<file path="config.mk">
export PLATFORM = sky130hd
export DESIGN_NAME = piso_tx_sched
export DESIGN_NICKNAME = d
export VERILOG_FILES = /design/src/rtl/piso_tx_sched_pkg.sv /design/src/rtl/piso_tx_sched_core.sv /design/src/rtl/piso_tx_sched.sv
export SDC_FILE = /design/constraint.sdc
export NUM_CORES = 1
export LEC_CHECK = 0
export CORE_UTILIZATION = 40
export DETAILED_ROUTE_END_ITERATION = 10
export DONT_BUFFER_PORTS = 1
export GPL_TIMING_DRIVEN = 1
export HOLD_SLACK_MARGIN = 0.06
export MAX_ROUTING_LAYER = met4
export PLACE_DENSITY = 0.59
export SLEW_MARGIN = 40
export SYNTH_ARGS = -nofsm -noshare
export SYNTH_HDL_FRONTEND = slang
export SYNTH_SLANG_ARGS = --single-unit
</file>
<file path="constraint.sdc">
create_clock -name clk -period 1.5 [get_ports clk]
set_input_delay 0.375 -clock clk [delete_from_list [all_inputs] [get_ports clk]]
set_output_delay 0.375 -clock clk [all_outputs]
set_load 0.01 [all_outputs]
</file>
<file path="src/rtl/piso_tx_sched_pkg.sv">
// Shared constants for the PISO transmit scheduler: default word width,
// FSM state encodings and the round-robin ready helper.
// Imported by piso_tx_sched and piso_tx_sched_core; no ports.
package piso_tx_sched_pkg;

    // Default serial word width.
    localparam int PISO_W_DEFAULT = 4;

    // FSM state encodings.
    localparam logic ST_IDLE_ENC  = 1'b0;
    localparam logic ST_SHIFT_ENC = 1'b1;

    typedef enum logic {
        ST_IDLE  = ST_IDLE_ENC,
        ST_SHIFT = ST_SHIFT_ENC
    } state_e;

    // Ready for one requester of a two-way round-robin arbiter. It depends
    // only on the slot, on whether this side is favoured and on the other
    // side's valid, so a requester's ready never depends on its own valid.
    function automatic logic rr_ready(input logic slot,
                                      input logic favoured,
                                      input logic other_vld);
        return slot && (favoured || !other_vld);
    endfunction

endpackage

</file>
<file path="src/rtl/piso_tx_sched_core.sv">
// PISO shift-register core: W-bit register, parallel load or shift left
// (MSB out first), enable for freezing, synchronous clear.
// Ports: clk, reset_n, i_en, i_clr, i_pl, i_sdi, i_d[W-1:0] -> o_sdo (MSB).
module piso_tx_sched_core
    import piso_tx_sched_pkg::*;
#(
    parameter int W = PISO_W_DEFAULT
) (
    input  logic         clk,
    input  logic         reset_n,
    input  logic         i_en,
    input  logic         i_clr,
    input  logic         i_pl,
    input  logic         i_sdi,
    input  logic [W-1:0] i_d,
    output logic         o_sdo
);

    logic [W-1:0] r_shreg;

    // Clear wins over everything so an idle line always drives 0.
    // With the enable low the register (and therefore o_sdo) is frozen.
    always_ff @(posedge clk or negedge reset_n) begin
        if (!reset_n) begin
            r_shreg <= '0;
        end else if (i_clr) begin
            r_shreg <= '0;
        end else if (i_en) begin
            if (i_pl) begin
                r_shreg <= i_d;
            end else begin
                r_shreg <= {r_shreg[W-2:0], i_sdi};
            end
        end
    end

    assign o_sdo = r_shreg[W-1];

endmodule

</file>
<file path="src/rtl/piso_tx_sched.sv">
// Two-requester round-robin scheduler feeding a PISO core; words go out
// MSB-first one bit per clock with sdo_valid / frame_start / grant_id.
// Latency: transfer at edge N puts the MSB on o_sdo in cycle N+1.
// Backpressure: readies open only in IDLE or on the last bit with hold low,
// so streaming words are contiguous; i_hold freezes bits and closes readies.
// Ports: clk, reset_n, i_req{0,1}_valid/_data, o_req{0,1}_ready, i_hold,
//        o_sdo, o_sdo_valid, o_frame_start, o_grant_id, o_busy.
module piso_tx_sched
    import piso_tx_sched_pkg::*;
#(
    parameter int W = PISO_W_DEFAULT
) (
    input  logic         clk,
    input  logic         reset_n,
    input  logic         i_req0_valid,
    input  logic [W-1:0] i_req0_data,
    output logic         o_req0_ready,
    input  logic         i_req1_valid,
    input  logic [W-1:0] i_req1_data,
    output logic         o_req1_ready,
    input  logic         i_hold,
    output logic         o_sdo,
    output logic         o_sdo_valid,
    output logic         o_frame_start,
    output logic         o_grant_id,
    output logic         o_busy
);

    localparam int            CW       = $clog2(W);
    localparam logic [CW-1:0] CNT_LAST = CW'(W - 1);
    localparam logic [CW-1:0] CNT_ONE  = CW'(1);

    state_e        r_state;
    logic [CW-1:0] r_cnt;
    logic          r_prio;        // 0: requester 0 favoured
    logic          r_grant_id;
    logic          r_frame_start;

    logic          w_shifting;
    logic          w_last_bit;
    logic          w_advance;
    logic          w_slot;
    logic          w_rdy0;
    logic          w_rdy1;
    logic          w_xfer0;
    logic          w_xfer1;
    logic          w_xfer;
    logic          w_winner;
    logic [W-1:0]  w_load_dat;
    logic          w_core_en;
    logic          w_core_clr;

    assign w_shifting = (r_state == ST_SHIFT);
    assign w_last_bit = w_shifting && (r_cnt == '0);
    // A bit leaves the line at the next edge only when shifting unheld.
    assign w_advance  = w_shifting && !i_hold;

    // Accept slot: idle, or the final bit is leaving this cycle. Taking the
    // next word here is what makes back-to-back frames gap-free.
    assign w_slot = (r_state == ST_IDLE) || (w_last_bit && !i_hold);

    assign w_rdy0 = rr_ready(w_slot, !r_prio, i_req1_valid);
    assign w_rdy1 = rr_ready(w_slot,  r_prio, i_req0_valid);

    // The ready terms are mutually exclusive whenever both sides are valid,
    // so at most one of these can be set.
    assign w_xfer0    = i_req0_valid && w_rdy0;
    assign w_xfer1    = i_req1_valid && w_rdy1;
    assign w_xfer     = w_xfer0 || w_xfer1;
    assign w_winner   = w_xfer1;
    assign w_load_dat = w_xfer1 ? i_req1_data : i_req0_data;

    // Load on transfer, shift while advancing, and wipe the register when
    // the final bit leaves with nothing behind it so idle sdo reads 0.
    assign w_core_en  = w_xfer || w_advance;
    assign w_core_clr = w_last_bit && !i_hold && !w_xfer;

    piso_tx_sched_core #(
        .W (W)
    ) u_core (
        .clk     (clk),
        .reset_n (reset_n),
        .i_en    (w_core_en),
        .i_clr   (w_core_clr),
        .i_pl    (w_xfer),
        .i_sdi   (1'b0),
        .i_d     (w_load_dat),
        .o_sdo   (o_sdo)
    );

    // Scheduler FSM. A transfer always (re)starts a frame, whether from
    // IDLE or on the last bit of the previous word. With hold high in SHIFT
    // nothing here changes, which keeps frame_start up on a held first bit.
    always_ff @(posedge clk or negedge reset_n) begin
        if (!reset_n) begin
            r_state       <= ST_IDLE;
            r_cnt         <= '0;
            r_prio        <= 1'b0;
            r_grant_id    <= 1'b0;
            r_frame_start <= 1'b0;
        end else if (w_xfer) begin
            r_state       <= ST_SHIFT;
            r_cnt         <= CNT_LAST;
            r_grant_id    <= w_winner;
            r_prio        <= ~w_winner;
            r_frame_start <= 1'b1;
        end else if (w_advance) begin
            r_frame_start <= 1'b0;
            if (r_cnt == '0) begin
                r_state <= ST_IDLE;
            end else begin
                r_cnt <= r_cnt - CNT_ONE;
            end
        end
    end

    assign o_req0_ready  = w_rdy0;
    assign o_req1_ready  = w_rdy1;
    assign o_sdo_valid   = w_shifting;
    assign o_busy        = w_shifting;
    assign o_frame_start = r_frame_start;
    assign o_grant_id    = r_grant_id;

endmodule

</file>
==> results of run 1 <==
==> through the flow <==
| stage | util [%] | setup TNS [ns] | instances |
|---|---|---|---|
| 6_report | 61.0 | -0.148 | 77 |
| 5_1_grt | 61.0 | -0.271 | 77 |
| 4_1_cts | 56.4 | -0.460 | 75 |
| 3_5_place_dp | 47.1 | 0 | 64 |
| 3_3_place_gp | 47.1 | 0 | 64 |
| 2_1_floorplan | - | 0 | 50 |
==> final timing paths <==
kind | endpoint | cells after the start
min in group asynchronous | o_frame_start$_DFFE_PN0P_ | 1
max | o_req1_ready | 5
min | o_grant_id$_DFFE_PN0P_ | 1
max in group asynchronous | o_busy$_DFFE_PN0P_ | 1
max reg2reg | o_grant_id$_DFFE_PN0P_ | 9
min reg2reg | u_core.r_shreg[0]$_DFFE_PN0P_ | 2
==> flip-flops by register name, indices dropped and copies added, names as in the netlist <==
signal	cells
o_frame_start	1
u_core.r_shreg	4
o_grant_id	1
r_cnt	2
r_prio	1
o_busy	1
==> synthesized netlist by cell type <==
library cell | instances | share of area, %
sky130_fd_sc_hd__nand2b_1 | 1 | 1.2
sky130_fd_sc_hd__nand2_1 | 5 | 3.5
sky130_fd_sc_hd__a31oi_1 | 1 | 1.2
sky130_fd_sc_hd__nor2_1 | 1 | 0.70
sky130_fd_sc_hd__nand3_1 | 1 | 0.93
sky130_fd_sc_hd__xnor2_1 | 1 | 1.6
sky130_fd_sc_hd__inv_1 | 2 | 1.4
sky130_fd_sc_hd__o21ai_1 | 1 | 0.93
sky130_fd_sc_hd__buf_6 | 1 | 2.1
sky130_fd_sc_hd__o21ai_0 | 1 | 0.93
sky130_fd_sc_hd__dfrtp_1 | 10 | 47
sky130_fd_sc_hd__nand2b_2 | 1 | 1.6
sky130_fd_sc_hd__o2bb2ai_2 | 1 | 2.8
sky130_fd_sc_hd__o21ai_4 | 1 | 3.0
sky130_fd_sc_hd__o311ai_1 | 1 | 1.6
sky130_fd_sc_hd__a22oi_1 | 1 | 1.4
sky130_fd_sc_hd__mux2i_1 | 7 | 13
sky130_fd_sc_hd__ha_1 | 1 | 2.3
sky130_fd_sc_hd__buf_4 | 1 | 1.4
sky130_fd_sc_hd__nor3b_1 | 3 | 4.2
sky130_fd_sc_hd__a21oi_1 | 6 | 5.6
sky130_fd_sc_hd__inv_2 | 1 | 0.70
sky130_fd_sc_hd__o21a_1 | 1 | 1.4
==> where the power goes <==
| group | switching, mW | total [mW] | internal (mW) | leakage [nW] |
|---|---|---|---|---|
| registers | 0.162 | 0.558 | 0.395 | 0.117 |
| clock network | 0.0951 | 0.243 | 0.147 | 0.0210 |
| logic | 0.303 | 0.649 | 0.346 | 0.194 |
| total | 0.560 | 1.45 | 0.889 | 0.333 |
==> area by class of cell <==
class | instances | area, um^2 | share of cell area, %
Clock buffer | 4 | 36.3 | 5.08
Inverter | 3 | 11.3 | 1.58
Multi-Input combinational cell | 36 | 320 | 44.8
Sequential cell | 10 | 251 | 35.2
Tap cell | 14 | 17.5 | 2.45
Timing Repair Buffer | 10 | 77.6 | 10.9
==> cells in the final DEF, fill, tap and decap left out, drive strengths merged <==
master,count
a21oi,6
a22oi,1
a31oi,1
buf,9
clkbuf,4
dfrtp,10
dlygate4sd3,1
ha,1
inv,3
mux2i,7
nand2,5
nand2b,2
nand3,1
nor2,1
nor3b,3
o21a,1
o21ai,3
o2bb2ai,2
o311ai,1
xnor2,1
==> per-layer routing <==
layer / wire, um / GRT usage, % / up-vias
met3: 85 / 6.36 / 4
met2: 708 / 34.6 / 28
met4: 35 / 7.76 / 0
met5: 0 / - / -
met1: 532 / 25.3 / 208
li1: - / - / 208
==> what timing repair did <==
action                     CTS  global route
cloned                       0             1
gates resized for setup      4             7
buffers inserted             6             2
hold buffers                 1             0
setup endpoints to repair    2            12
pin swaps                    1             1
hold endpoints to repair    10             0
==> cell families after synthesis <==
kind of cell	Yosys count	share of synthesized area (%)
flip-flops	10	46.5
XOR/XNOR	1	1.63
buffers and inverters	5	5.58
multiplexers	7	13.0
AND/OR/NAND/NOR	12	12.1
adder cells (fa/ha/maj)	1	2.33
AO/OA/AOI/OAI	14	18.8
==> results, run 1 <==
- The run finished, with violations left.
- The checks that failed: setup timing.
- The final-report hold violation count came to 0.
- The detailed router finished its first iteration with 9 violations.
- The warning count from the yosys run is 0.
- The class of the tightest hold or removal check is input pin to flop.
- The cell with the biggest individual delay on the critical path is sky130_fd_sc_hd__dfrtp_1.
- The total area inside the core boundary comes to roughly 1200 um^2.
- The worst flop-to-flop path startpoint is r_cnt[0]$_DFFE_PN0P_.
- The critical path starts at r_cnt[1]$_DFFE_PN0P_.
- The count of cell types in the netlist is 23.
- On the final layout, the worst clock skew is ~0.0070 ns.
- The initial cell density of the core is 45.9%.
- The register area share after synthesis is 46.5%.
- The via count of the first global-routing pass is 412.
- The total inserted antenna cells is 0.
- The final worst slack is -0.0803 ns.
- The data arrival time of the worst path is 1.21 ns.
- Entering global routing, the biggest net connects 12 pins.
- Relative to the synthesized area, the layout overhead comes to 32.8%.
- Of the cells placed in the final design, the portion with a size suffix greater than 1 is 42.9%.
- 20 I/O pins were placed.
- Port buffering added 0 buffers.
- In this run the core area contains 12 standard-cell rows.
- The final setup violation count is 2.
- The post-placement worst setup slack is 0.118 ns.
- For this design the ratio of total power to cell area is approximately 2000 nW/um^2.
- The number of max-slew violations in the final report is 0.
- Summed over all layers, the routed wires come to 1.36 mm.
- The clock drives 10 sinks.
- Clock latency on the worst-skew pair, taken at its later pin, is about 0.27 ns.
- The ratio of final minimum period to clock period is 105%.
- In the routed layout, each cell is associated on average with a via count of 5.82.
- The number of antenna violations at the first check in global routing came to 0.
- Traced cell by cell, the critical path runs through inv_2 > ha_4 > nand2b_4 > nand2_2 > o21a_1.
- The setup check on the worst reg-to-reg path leaves a slack of 0.02 ns.
- The final weighted congestion of routability-driven global placement is about 0.75.
- For this run, the slowest stage of the critical path takes 0.39 ns.
- The worst setup path is launched from a flop.
- The first global-routing pass estimated 2.00 mm of wire.
- The number of buffers created by CTS is 3.
- The minimum hold slack is 0.179 ns.
- The placed wire-length estimate after detailed placement is 810 um.
- For this design the static power due to leakage is 0.333 nW.
- Summing over every cut layer, the via total after detailed routing is 448.
- The max-slew headroom at the worst pin is between 60% and 70%.
- The shortest period the worst path allows is 1.58 ns.
- The final routed wire length divided by cell count is 17.7 um.
- The top fanout value on the critical path is 3.
- The clock tree root buffer cell is sky130_fd_sc_hd__clkbuf_4.
- The transition time at the pin with the least slew margin is 0.471 ns.
- The kind of cell with the highest combined delay on the critical path is flip-flops.
- A synthesized cell averages between 10 and 15 um^2.
- Across the run, the number of max-cap violations was 0.
- The type of destination of the critical path is an output pin.
- The TritonCTS clock tree is yes.
- Setup repair after global routing could not meet its margin everywhere.
- For this run, design rule violations remaining after detail routing come to 0.
- The net count of the mapped netlist is 64.
- The clock edge transition at the registers on the reported setup and hold paths is 0.07 ns.
- The finished cells cover approximately 710 um^2.
- Data on the critical path is required at its endpoint by roughly 1.1 ns.
- After detailed placement, the total cell area comes to ~550 um^2.
- Timing would allow up to approximately 630 MHz.
- From bottom edge to top edge, the die measures 38.7 um.
- The number of nets in the final layout is 78.
- The worst setup path is of the flop to output pin kind.
- The filler cells instantiated in the layout total 89.
- In this run the remaining antenna-violating nets after routing total 0.
- The post-synthesis sequential element count is 10.
- The design draws around 1.4 mW.
- Global routing used 21.4% of the available tracks.
- The number of cells produced by synthesis is 50.
- The largest vdd supply drop is ~0.0011 V.
- The floorplan die width is 38.7 um.
- The startpoint identified for the worst hold timing path is i_req0_valid.
- For this run, the detailed router's first-pass iteration total came to 4.
- The die covers between 1000 and 1500 um^2.
- The clock passes through at most 2 buffers.
- In this run the number of H-tree levels came out at 1.
- Global routing finished with a remaining overflow of 0.
- After synthesis the cells add up to 538 um^2.
- The critical path buffer and inverter count is 1.
Power figures use the tool's default switching activity.
==> inputs of run 2 (changes only) <==
- CELL_PAD_IN_SITES_DETAIL_PLACEMENT: unset -> 0
- CELL_PAD_IN_SITES_GLOBAL_PLACEMENT: unset -> 2
- CORE_UTILIZATION: 40 -> 34
- PLACE_DENSITY: 0.59 -> 0.77
==> results, run 2 (synthesis gave the netlist of run 1 again) <==
- The transition time at the pin with the least slew margin is 0.468 ns.
- TritonCTS built the clock tree.
- The die covers between 1500 and 2000 um^2.
- Summing all placed instances gives a cell area of around 550 um^2.
- The smallest clock period supported by the final layout is computed as between 1.5 and 2 ns.
- The tightest hold path in the finished design has a slack of 0.201 ns.
- The final reports fail on setup timing.
- Setup slack on the critical path of the routed design comes to -0.0496 ns.
- For this design the total switching power over the nets is 510 uW.
- The detailed-routing iteration count for the pre-antenna-repair pass is 4.
- The flow ran to the end, but the final reports show violations.
- For the worst-skew pair, the clock arrives at the later sink with an insertion delay of about 0.26 ns.
- The combinational cell fraction of total power is a little over two fifths.
- The floorplan step set the die height to between 40 and 50 um.
- The post-detailed-route via-to-cell ratio is ~5.5.
- In the global route stage, overall resource usage came out at 14.5%.
- The buffer levels on the longest clock path is 2.
- The number of maximum-capacitance constraint violations is 0.
- The die is 41.8 um wide.
- The number of violations reported at the end of detailed-routing iteration 0 is 4.
- After detailed routing, the number of remaining DRC violations is 0.
- The final route contains around 420 vias.
- The number of rows created at floorplan is 13.
- The final setup violation count is 2.
- Measured against its own limit, the worst slew margin works out to about 70%.
- The largest vdd supply drop is 0.000652 V.
- In the finished design, the share of the clock period the worst path needs comes to 103%.
- Buffers inserted during clock tree synthesis total 3.
- Summing all multi-input logic gate instances after layout gives between 200 and 300 um^2.
- The tree is rooted in a sky130_fd_sc_hd__clkbuf_4.
- The sequential share of power is between 30% and 40%.
- In the layout the commonest cells are 10 x sky130_fd_sc_hd__dfrtp_1, 9 x sky130_fd_sc_hd__buf_4, 7 x sky130_fd_sc_hd__mux2i_1.
- Setup repair after global routing could not meet its margin everywhere.
- The filler-free cell count of the finished design is 77.
- The maximum clock rate is 645 MHz.
- Entering global routing, the biggest net connects 12 pins.
- The static leakage is 0.326 nW.
- The setup path with the least slack is of type flop to output pin.
- The largest registers in the layout are u_core.r_shreg (4), r_cnt (2).
- The number of max-slew violations in the final report is 0.
- The final routed wire length divided by cell count is 14.4 um.
- Summing all non-filler instances in the final layout gives an area of between 600 and 700 um^2.
- The number of clock sinks is 10.
- The net count of the finished layout is 77.
- In this run the tool buffered the top-level ports with 0 buffer cells.
- The number of flip-flops under the largest register name is 4.
- STA classifies the critical path endpoint as an output pin.
- In this run the worst path has a maximum fanout of 3.
- The most common library cell in the layout ignoring fill and taps is sky130_fd_sc_hd__dfrtp_1.
- Fill cells in the final layout number 124.
- Of the cells placed in the final design, the portion with a size suffix greater than 1 is 38.7%.
- The global-route wire length before repair is 1.84 mm.
- The total inserted antenna cells is 0.
- The via count of the first global-routing pass is 439.
- The number of antenna violations at the first check in global routing is 0.
- The initial cell density of the core is 38.9%.
- The congestion estimate from routability-driven global placement came to 0.747.
- The worst setup path is launched from a flop.
- The residual overflow from global routing is 0.
- Once detail routing completed, the nets flagged for antenna violations numbered 0.
- After clock tree synthesis, the clock-pin slew on the worst setup and hold paths is roughly 0.060 ns.
- Net switching is 37.2% of the power.
- For the worst setup path, the data required time is about 1.1 ns.
- The final-report hold violation count is 0.
- The number of H-tree levels is 1.
- The total power density per cell area is 2010 nW/um^2.
- The placeable core region is ~1400 um^2.
- Compared with the post-synthesis result, the final layout area differs by 27.0%.
- STA puts the critical path data arrival time at 1.17 ns.
- The clock skew after layout is 0.000253 ns.
- The cell-internal power is between 800 and 900 uW.
- Including well taps, the total number of placed cells is 65.
- The total wirelength of the detailed-routed design is around 1.1 mm.
- Summing all flip-flop and latch instances after layout gives 250 um^2.
- The class of the tightest hold or removal check is input pin to flop.
- The clock share of power is 17.3%.
- The most flop-heavy register is u_core.r_shreg.
- 20 I/O pins were placed.
==> run 2: cell type report <==
class	count	share of cell area, %
Multi-Input combinational cell	35	42.3
Sequential cell	10	36.6
Timing Repair Buffer	10	11.4
Clock buffer	4	5.31
Tap cell	15	2.75
Inverter	3	1.65
==> run 2: final timing paths <==
check                      slack (ns)                           from  depth (start not counted)                       endpoint
max                             -0.05           r_cnt[1]$_DFFE_PN0P_                          5                   o_req1_ready
min                              0.20                   i_req0_valid                          1         o_grant_id$_DFFE_PN0P_
max in group asynchronous        0.69                        reset_n                          1  u_core.r_shreg[3]$_DFFE_PN0P_
min reg2reg                      0.51  u_core.r_shreg[0]$_DFFE_PN0P_                          2  u_core.r_shreg[0]$_DFFE_PN0P_
max reg2reg                      0.04           r_cnt[0]$_DFFE_PN0P_                          9             r_prio$_DFFE_PN0P_
min in group asynchronous        0.50                        reset_n                          1         o_grant_id$_DFFE_PN0P_
==> run 2: worst max-delay path, cell delays in order (launching register included) <==
cell and delay [ns]:
sky130_fd_sc_hd__dfrtp_1 0.38, sky130_fd_sc_hd__inv_2 0.07, sky130_fd_sc_hd__ha_4 0.15, sky130_fd_sc_hd__nand2b_4 0.07, sky130_fd_sc_hd__nand2_2 0.07, sky130_fd_sc_hd__o21a_1 0.17
==> run 2: timing repair <==
action,in CTS,in global routing
hold buffers,1,0
endpoints found under the setup margin,2,4
pin swaps,1,1
hold endpoints to repair,10,0
gates resized for setup,4,4
setup buffers,5,2
==> run 2: metrics by stage <==
| stage | total power, mW | setup slack, ns | util, % | setup TNS [ns] |
|---|---|---|---|---|
| after detailed placement | 0.964 | 0.0968 | 40.0 | 0 |
| after global placement | 0.929 | 0.149 | 40.0 | 0 |
| after CTS | 1.32 | -0.111 | 47.3 | -0.169 |
| after floorplan | 0.866 | 0.0448 | - | 0 |
| final | 1.37 | -0.0496 | 49.4 | -0.0756 |
| after global routing | 1.49 | -0.117 | 49.4 | -0.324 |
==> run 2: metal layers <==
metal / track usage [%] / share of wire [%]
met2: 23.4 / 53
met1: 15.9 / 41
met4: 5.81 / 0
met3: 5.65 / 5.8
met5: - / 0
==> run 2: power by group through the flow <==
stage / Clock, mW / Combinational (mW) / Sequential, mW
5_1_grt: 0.269 / 0.672 / 0.549
4_1_cts: 0.252 / 0.546 / 0.524
3_3_place_gp: 0 / 0.409 / 0.520
3_5_place_dp: 0 / 0.436 / 0.528
6_report: 0.237 / 0.601 / 0.534
2_1_floorplan: 0 / 0.368 / 0.498
